**src/rtl/rd_scoreboard_if.sv**
```systemverilog
// rd_scoreboard_if: issue and completion channels of the read scoreboard
interface rd_scoreboard_if #(
  parameter int ADDR_W = 20,
  parameter int DATA_W = 32
);
  logic                  issue_valid;
  logic [ADDR_W-1:0]     issue_addr;
  logic [DATA_W-1:0]     issue_exp;
  logic [DATA_W/8-1:0]   issue_mask;
  logic                  cmp_valid;
  logic [DATA_W-1:0]     cmp_data;
  modport master (output issue_valid, issue_addr, issue_exp, issue_mask, cmp_valid, cmp_data);
  modport slave  (input  issue_valid, issue_addr, issue_exp, issue_mask, cmp_valid, cmp_data);
endinterface

```
**src/rtl/rd_scoreboard.sv**
```systemverilog
// rd_scoreboard: in-order read scoreboard with masked compare, stats, first-error capture and watchdog
module rd_scoreboard #(
  parameter int ADDR_W      = 20,
  parameter int DATA_W      = 32,
  parameter int DEPTH       = 8,
  parameter int CNT_W       = 16,
  parameter int TIMEOUT_CYC = 64
) (
  input  logic                     clk,
  input  logic                     rst,
  rd_scoreboard_if.slave           bus,
  output logic [$clog2(DEPTH):0]   outstanding,
  output logic                     full,
  output logic                     empty,
  output logic                     mismatch,
  output logic [CNT_W-1:0]         cmp_count,
  output logic [CNT_W-1:0]         err_count,
  output logic                     first_err_valid,
  output logic [ADDR_W-1:0]        first_err_addr,
  output logic [DATA_W-1:0]        first_err_exp,
  output logic [DATA_W-1:0]        first_err_act,
  output logic                     overflow,
  output logic                     underflow,
  output logic                     timeout
);
  localparam int NB = DATA_W / 8;
  localparam int PW = $clog2(DEPTH);
  localparam int CW = PW + 1;
  logic [ADDR_W-1:0] addr_q [DEPTH];
  logic [DATA_W-1:0] exp_q  [DEPTH];
  logic [NB-1:0]     mask_q [DEPTH];
  logic [PW-1:0]     wp, rp;
  logic [NB-1:0]     lane_bad;
  logic              push, pop, fail;
  assign full  = outstanding == CW'(DEPTH);
  assign empty = outstanding == '0;
  assign push  = bus.issue_valid && (!full || bus.cmp_valid);
  assign pop   = bus.cmp_valid && !empty;
  always_comb begin
    lane_bad = '0;
    for (int i = 0; i < NB; i++)
      lane_bad[i] = mask_q[rp][i] && (bus.cmp_data[8*i +: 8] != exp_q[rp][8*i +: 8]);
  end
  assign fail = pop && |lane_bad;
  always_ff @(posedge clk) begin
    if (push) begin
      addr_q[wp] <= bus.issue_addr;
      exp_q[wp]  <= bus.issue_exp;
      mask_q[wp] <= bus.issue_mask;
    end
  end
  always_ff @(posedge clk) begin
    if (rst) begin
      wp              <= '0;
      rp              <= '0;
      outstanding     <= '0;
      mismatch        <= 1'b0;
      cmp_count       <= '0;
      err_count       <= '0;
      first_err_valid <= 1'b0;
      first_err_addr  <= '0;
      first_err_exp   <= '0;
      first_err_act   <= '0;
      overflow        <= 1'b0;
      underflow       <= 1'b0;
    end else begin
      if (push) wp <= wp + 1'b1;
      if (pop) rp <= rp + 1'b1;
      outstanding <= outstanding + CW'(push) - CW'(pop);
      mismatch    <= fail;
      if (pop && ~&cmp_count) cmp_count <= cmp_count + 1'b1;
      if (fail && ~&err_count) err_count <= err_count + 1'b1;
      if (fail && !first_err_valid) begin
        first_err_valid <= 1'b1;
        first_err_addr  <= addr_q[rp];
        first_err_exp   <= exp_q[rp];
        first_err_act   <= bus.cmp_data;
      end
      if (bus.issue_valid && full && !bus.cmp_valid) overflow <= 1'b1;
      if (bus.cmp_valid && empty) underflow <= 1'b1;
    end
  end
  // Watchdog counts cycles since the last pop while reads are outstanding
  if (TIMEOUT_CYC > 0) begin : g_wd
    localparam int WD_W = $clog2(TIMEOUT_CYC + 1);
    logic [WD_W-1:0] wd;
    always_ff @(posedge clk) begin
      if (rst || empty || pop) wd <= '0;
      else if (wd != WD_W'(TIMEOUT_CYC)) wd <= wd + 1'b1;
    end
    always_ff @(posedge clk) begin
      if (rst) timeout <= 1'b0;
      else if (wd == WD_W'(TIMEOUT_CYC) && !empty) timeout <= 1'b1;
    end
  end else begin : g_nowd
    assign timeout = 1'b0;
  end
endmodule

```
**src/flat_wrapper.sv**
```systemverilog
// flat-port wrapper written by rule: the top's interface ports become plain ports
module rd_scoreboard_flat 
#(
  parameter int ADDR_W      = 20,
  parameter int DATA_W      = 32,
  parameter int DEPTH       = 8,
  parameter int CNT_W       = 16,
  parameter int TIMEOUT_CYC = 64
)
  (clk, rst, outstanding, full, empty, mismatch, cmp_count, err_count, first_err_valid, first_err_addr, first_err_exp, first_err_act, overflow, underflow, timeout, bus_issue_valid, bus_issue_addr, bus_issue_exp, bus_issue_mask, bus_cmp_valid, bus_cmp_data);
  rd_scoreboard_if #(.ADDR_W(ADDR_W), .DATA_W(DATA_W)) bus_i ();
  input  logic clk;
  input  logic rst;
  output logic [$clog2(DEPTH):0] outstanding;
  output logic full;
  output logic empty;
  output logic mismatch;
  output logic [CNT_W-1:0] cmp_count;
  output logic [CNT_W-1:0] err_count;
  output logic first_err_valid;
  output logic [ADDR_W-1:0] first_err_addr;
  output logic [DATA_W-1:0] first_err_exp;
  output logic [DATA_W-1:0] first_err_act;
  output logic overflow;
  output logic underflow;
  output logic timeout;
  input wire logic [$bits(bus_i.issue_valid)-1:0] bus_issue_valid;
  input wire logic [$bits(bus_i.issue_addr)-1:0] bus_issue_addr;
  input wire logic [$bits(bus_i.issue_exp)-1:0] bus_issue_exp;
  input wire logic [$bits(bus_i.issue_mask)-1:0] bus_issue_mask;
  input wire logic [$bits(bus_i.cmp_valid)-1:0] bus_cmp_valid;
  input wire logic [$bits(bus_i.cmp_data)-1:0] bus_cmp_data;
  assign bus_i.issue_valid = bus_issue_valid;
  assign bus_i.issue_addr = bus_issue_addr;
  assign bus_i.issue_exp = bus_issue_exp;
  assign bus_i.issue_mask = bus_issue_mask;
  assign bus_i.cmp_valid = bus_cmp_valid;
  assign bus_i.cmp_data = bus_cmp_data;
  rd_scoreboard #(.ADDR_W(ADDR_W), .DATA_W(DATA_W), .DEPTH(DEPTH), .CNT_W(CNT_W), .TIMEOUT_CYC(TIMEOUT_CYC)) u_core (.clk(clk), .rst(rst), .bus(bus_i), .outstanding(outstanding), .full(full), .empty(empty), .mismatch(mismatch), .cmp_count(cmp_count), .err_count(err_count), .first_err_valid(first_err_valid), .first_err_addr(first_err_addr), .first_err_exp(first_err_exp), .first_err_act(first_err_act), .overflow(overflow), .underflow(underflow), .timeout(timeout));
endmodule
```
**config.mk**
```make
export PLATFORM = sky130hd
export DESIGN_NAME = rd_scoreboard_flat
export DESIGN_NICKNAME = d
export VERILOG_FILES = /design/src/rtl/rd_scoreboard_if.sv /design/src/rtl/rd_scoreboard.sv /design/src/flat_wrapper.sv
export SDC_FILE = /design/constraint.sdc
export NUM_CORES = 1
export LEC_CHECK = 0
export CORE_MARGIN = 5
export CORE_UTILIZATION = 29
export CTS_CLUSTER_SIZE = 10
export DETAILED_ROUTE_END_ITERATION = 6
export PLACE_DENSITY = 0.49
export SLEW_MARGIN = 20
export SYNTH_ARGS = -nofsm -noshare
export SYNTH_HDL_FRONTEND = slang
export SYNTH_SLANG_ARGS = --single-unit
```
**constraint.sdc**
```tcl
create_clock -name clk -period 13.6 [get_ports clk]
set_clock_uncertainty 0.1 [all_clocks]
set_input_delay 3.4 -clock clk [delete_from_list [all_inputs] [get_ports clk]]
set_output_delay 3.4 -clock clk [all_outputs]
set_load 0.005 [all_outputs]
```
==> impl_metrics.ini <==
[setup_path]
cp_max_fo = 76
max_stage_delay_ps = 660
cp.arrival_ps = 6880
worstSetupStartpointType = primary input
worstPathRequired_ps = 13990
crit_type = in -> reg
path_cells = clkdlybuf4s50_1, xor2_1, nand3_1, nor4_1, o22ai_1, o31ai_4, buf_4, buf_4, nor3_1, mux2_1
critPathCaptureType = register
r2r_cells = 13
cpMaxStageDelayCell = buf_4
r2r-end = u_core.err_count[13]
reg2reg_slack_ps = 7390
cpMostUsedCell = buf_4

[synthesis]
ys_warn_count = 0
synthArstFlopShare_pct = 0
syn_inst = 1472
netlist_area_sq_um = 23200
syn_nets = 1577
ys_seq_area_share_pct = 70.1
synth_area_leaders = edfxtp_1, dfxtp_1, mux4_2
synth_most_common_cell = edfxtp_1
synth.distinct_cells = 50
yosysTopAreaCell = edfxtp_1
ys_ff_latch = 589
syn_area_per_cell_sq_um = 15.8
synth_edf_count = 448
synthTopCellsByCount = edfxtp_1, dfxtp_1, a21oi_1
synth_top_cell_area_share_pct = 58.0
synthFlopType = edfxtp_1

[pwr]
swShare_pct = 28.3
clkPwrFrac_pct = 34.8
p_per_area_nw_per_um2 = 178
p_switching_mw = 1.45
power.leakage_nw = 9.17
power_frac_comb_pct = 22.5
seqPwrFrac_pct = 42.8
power_mw = 5.12
internal-power_mw = 3.67
max-vdd-ir-drop_v = 0.0000760

[routing]
dr_total_vias = 13600
drtPass1Iterations = 5
routed_via_density = 4.84
drcViolationCount = 0
wl_microns = 67100
wire_per_inst_microns = 23.9
drtAntennaViolNets = 0
first_iter_violations = 895

[clocking]
post_cts_buffers = 0
cts_tree = built
cts_hold_buf = 0
cts_sinks = 589
clk_pin_slew_ps = 50
cts_buffers = 72
clk-insertion-delay-late_ps = 610
cts_buffer_depth = 3
clock_tree.root_cell = clkbuf_16
htree_levels = 3
cts_resized = 0

[die]
die_area_sq_um = 85800
die_y_microns = 293
core-area_sq_um = 79100
std_cell_rows = 103
fp.dieW_microns = 293
start_util_pct = 29.3
io_pins = 219

[worst_hold_path]
worstHoldEndpoint = u_core.first_err_exp[24]
holdPathStages = 2
min_from = u_core.first_err_exp[24]
min_path_type = reg -> reg

[grt]
grt_pass1_vias = 14000
antenna_found_initial = 7
grt_overflow = 0
grt_pass1_wl_microns = 97300
grt_max_degree = 77
grt_util_all_layers_pct = 15.3

[timing]
max-slew-margin-rel_pct = 25.3
setup_viol = 0
final_hold_viol_count = 0
clock.fmax_mhz = 154
tightest_slew_ps = 1120
rsz0062_at_grt = false
period_share_pct = 47.7
slew_violations = 0
setup_tns_ps = 0
finalCriticalPeriod_ps = 6490

[status]
status = finished clean

[final_layout]
nNetsFinal = 1808
syn_to_final_growth_pct = 24.0
drive_above_1_share_pct = 15.9
final_util_pct = 36.4

[place]
place_congestion = 0.735
dp_hpwl_microns = 40800
numPortBuffers = 218

[run]
max-cap-violations = 0
## critical path: cells and delay by family
kind                   cells  cell delay (ps)
AO/OA/AOI/OAI              2              470
buffers and inverters      3             1640
multiplexers               1              340
XOR/XNOR                   1              160
AND/OR/NAND/NOR            3              800
## logic make-up after synthesis
logic type,synth area share (%)
flops,70.1
simple gates,6.61
compound gates,5.56
mux,13.0
buf+inv,2.23
xor+xnor,1.74
fa+ha+maj,0.733
## worst max-delay path by stage
| stage | endpoint | from | slack (ps) | cells after the start |
|---|---|---|---|---|
| after floorplan | u_core.addr_q[0][0] | bus_cmp_valid | 3990 | 2 |
| after global placement | u_core.err_count[13] | bus_cmp_data[23] | 6540 | 10 |
| after detailed placement | u_core.err_count[13] | bus_cmp_data[23] | 6510 | 10 |
| after CTS | u_core.err_count[13] | bus_cmp_data[23] | 7140 | 10 |
| after global routing | u_core.err_count[13] | bus_cmp_data[23] | 6940 | 10 |
| final | u_core.err_count[13] | bus_cmp_data[23] | 7110 | 10 |
## layout make-up
class / count / area [sq um]
multi-input cells: 771 / 6470
inverters: 18 / 67.6
clock buffers: 120 / 2050
clock inverters: 11 / 138
repair buffers: 251 / 2430
fillers: 7519 / 50400
flip-flops and latches: 589 / 16300
well taps: 1050 / 1310
diodes: 3 / 7.51
## power by group through the flow
stage          clock [mW]  combinational [mW]  sequential [mW]
2_1_floorplan           0               0.735             2.18
3_3_place_gp            0                1.16             2.23
3_5_place_dp            0                1.17             2.23
4_1_cts              1.84                1.18             2.20
5_1_grt              1.91                1.25             2.21
6_report             1.78                1.15             2.19
## registers in the layout, indices dropped and copies added (netlist names), named ones only
register,flops
u_core.wp,3
u_core.first_err_valid,1
u_core.cmp_count,16
u_core.g_wd.wd,7
u_core.rp,3
u_core.underflow,1
u_core.mismatch,1
u_core.addr_q,160
u_core.exp_q,256
u_core.first_err_act,32
u_core.first_err_exp,32
u_core.err_count,16
u_core.mask_q,32
u_core.first_err_addr,20
u_core.timeout,1
u_core.outstanding,4
u_core.overflow,1
## stage by stage
step / worst slack, ps / cell area (sq um) / hold WS [ps] / std cells
2_1_floorplan: 3990 / 23200 / 351 / 1472
3_3_place_gp: 6540 / 26600 / 353 / 2679
3_5_place_dp: 6510 / 26600 / 350 / 2679
4_1_cts: 7140 / 28800 / 364 / 2810
5_1_grt: 6940 / 28800 / 391 / 2811
6_report: 7110 / 28800 / 358 / 2813
## placed cells by master (no fill, tap or decap), types with 38 or more instances in the layout
| cell type | instances |
|---|---|
| or3_1 | 54 |
| mux4_2 | 74 |
| clkbuf_1 | 43 |
| nand2_1 | 51 |
| mux2_2 | 67 |
| a21oi_1 | 81 |
| edfxtp_1 | 448 |
| xor2_1 | 38 |
| nor2_1 | 43 |
| nand4_1 | 40 |
| dfxtp_1 | 137 |
| clkdlybuf4s50_1 | 217 |
| o21ai_0 | 68 |
| mux2i_1 | 56 |
| clkbuf_16 | 74 |
## routing by layer
layer / vias to the layer above / share of wire (%) / track usage [%]
met5: - / 0.061 / 0
met3: 85 / 6.7 / 4.12
met2: 347 / 47 / 24.4
met4: 6 / 1.8 / 4.13
li1: 6219 / - / -
met1: 6962 / 45 / 20.8
(Power assumes the default switching activity.)
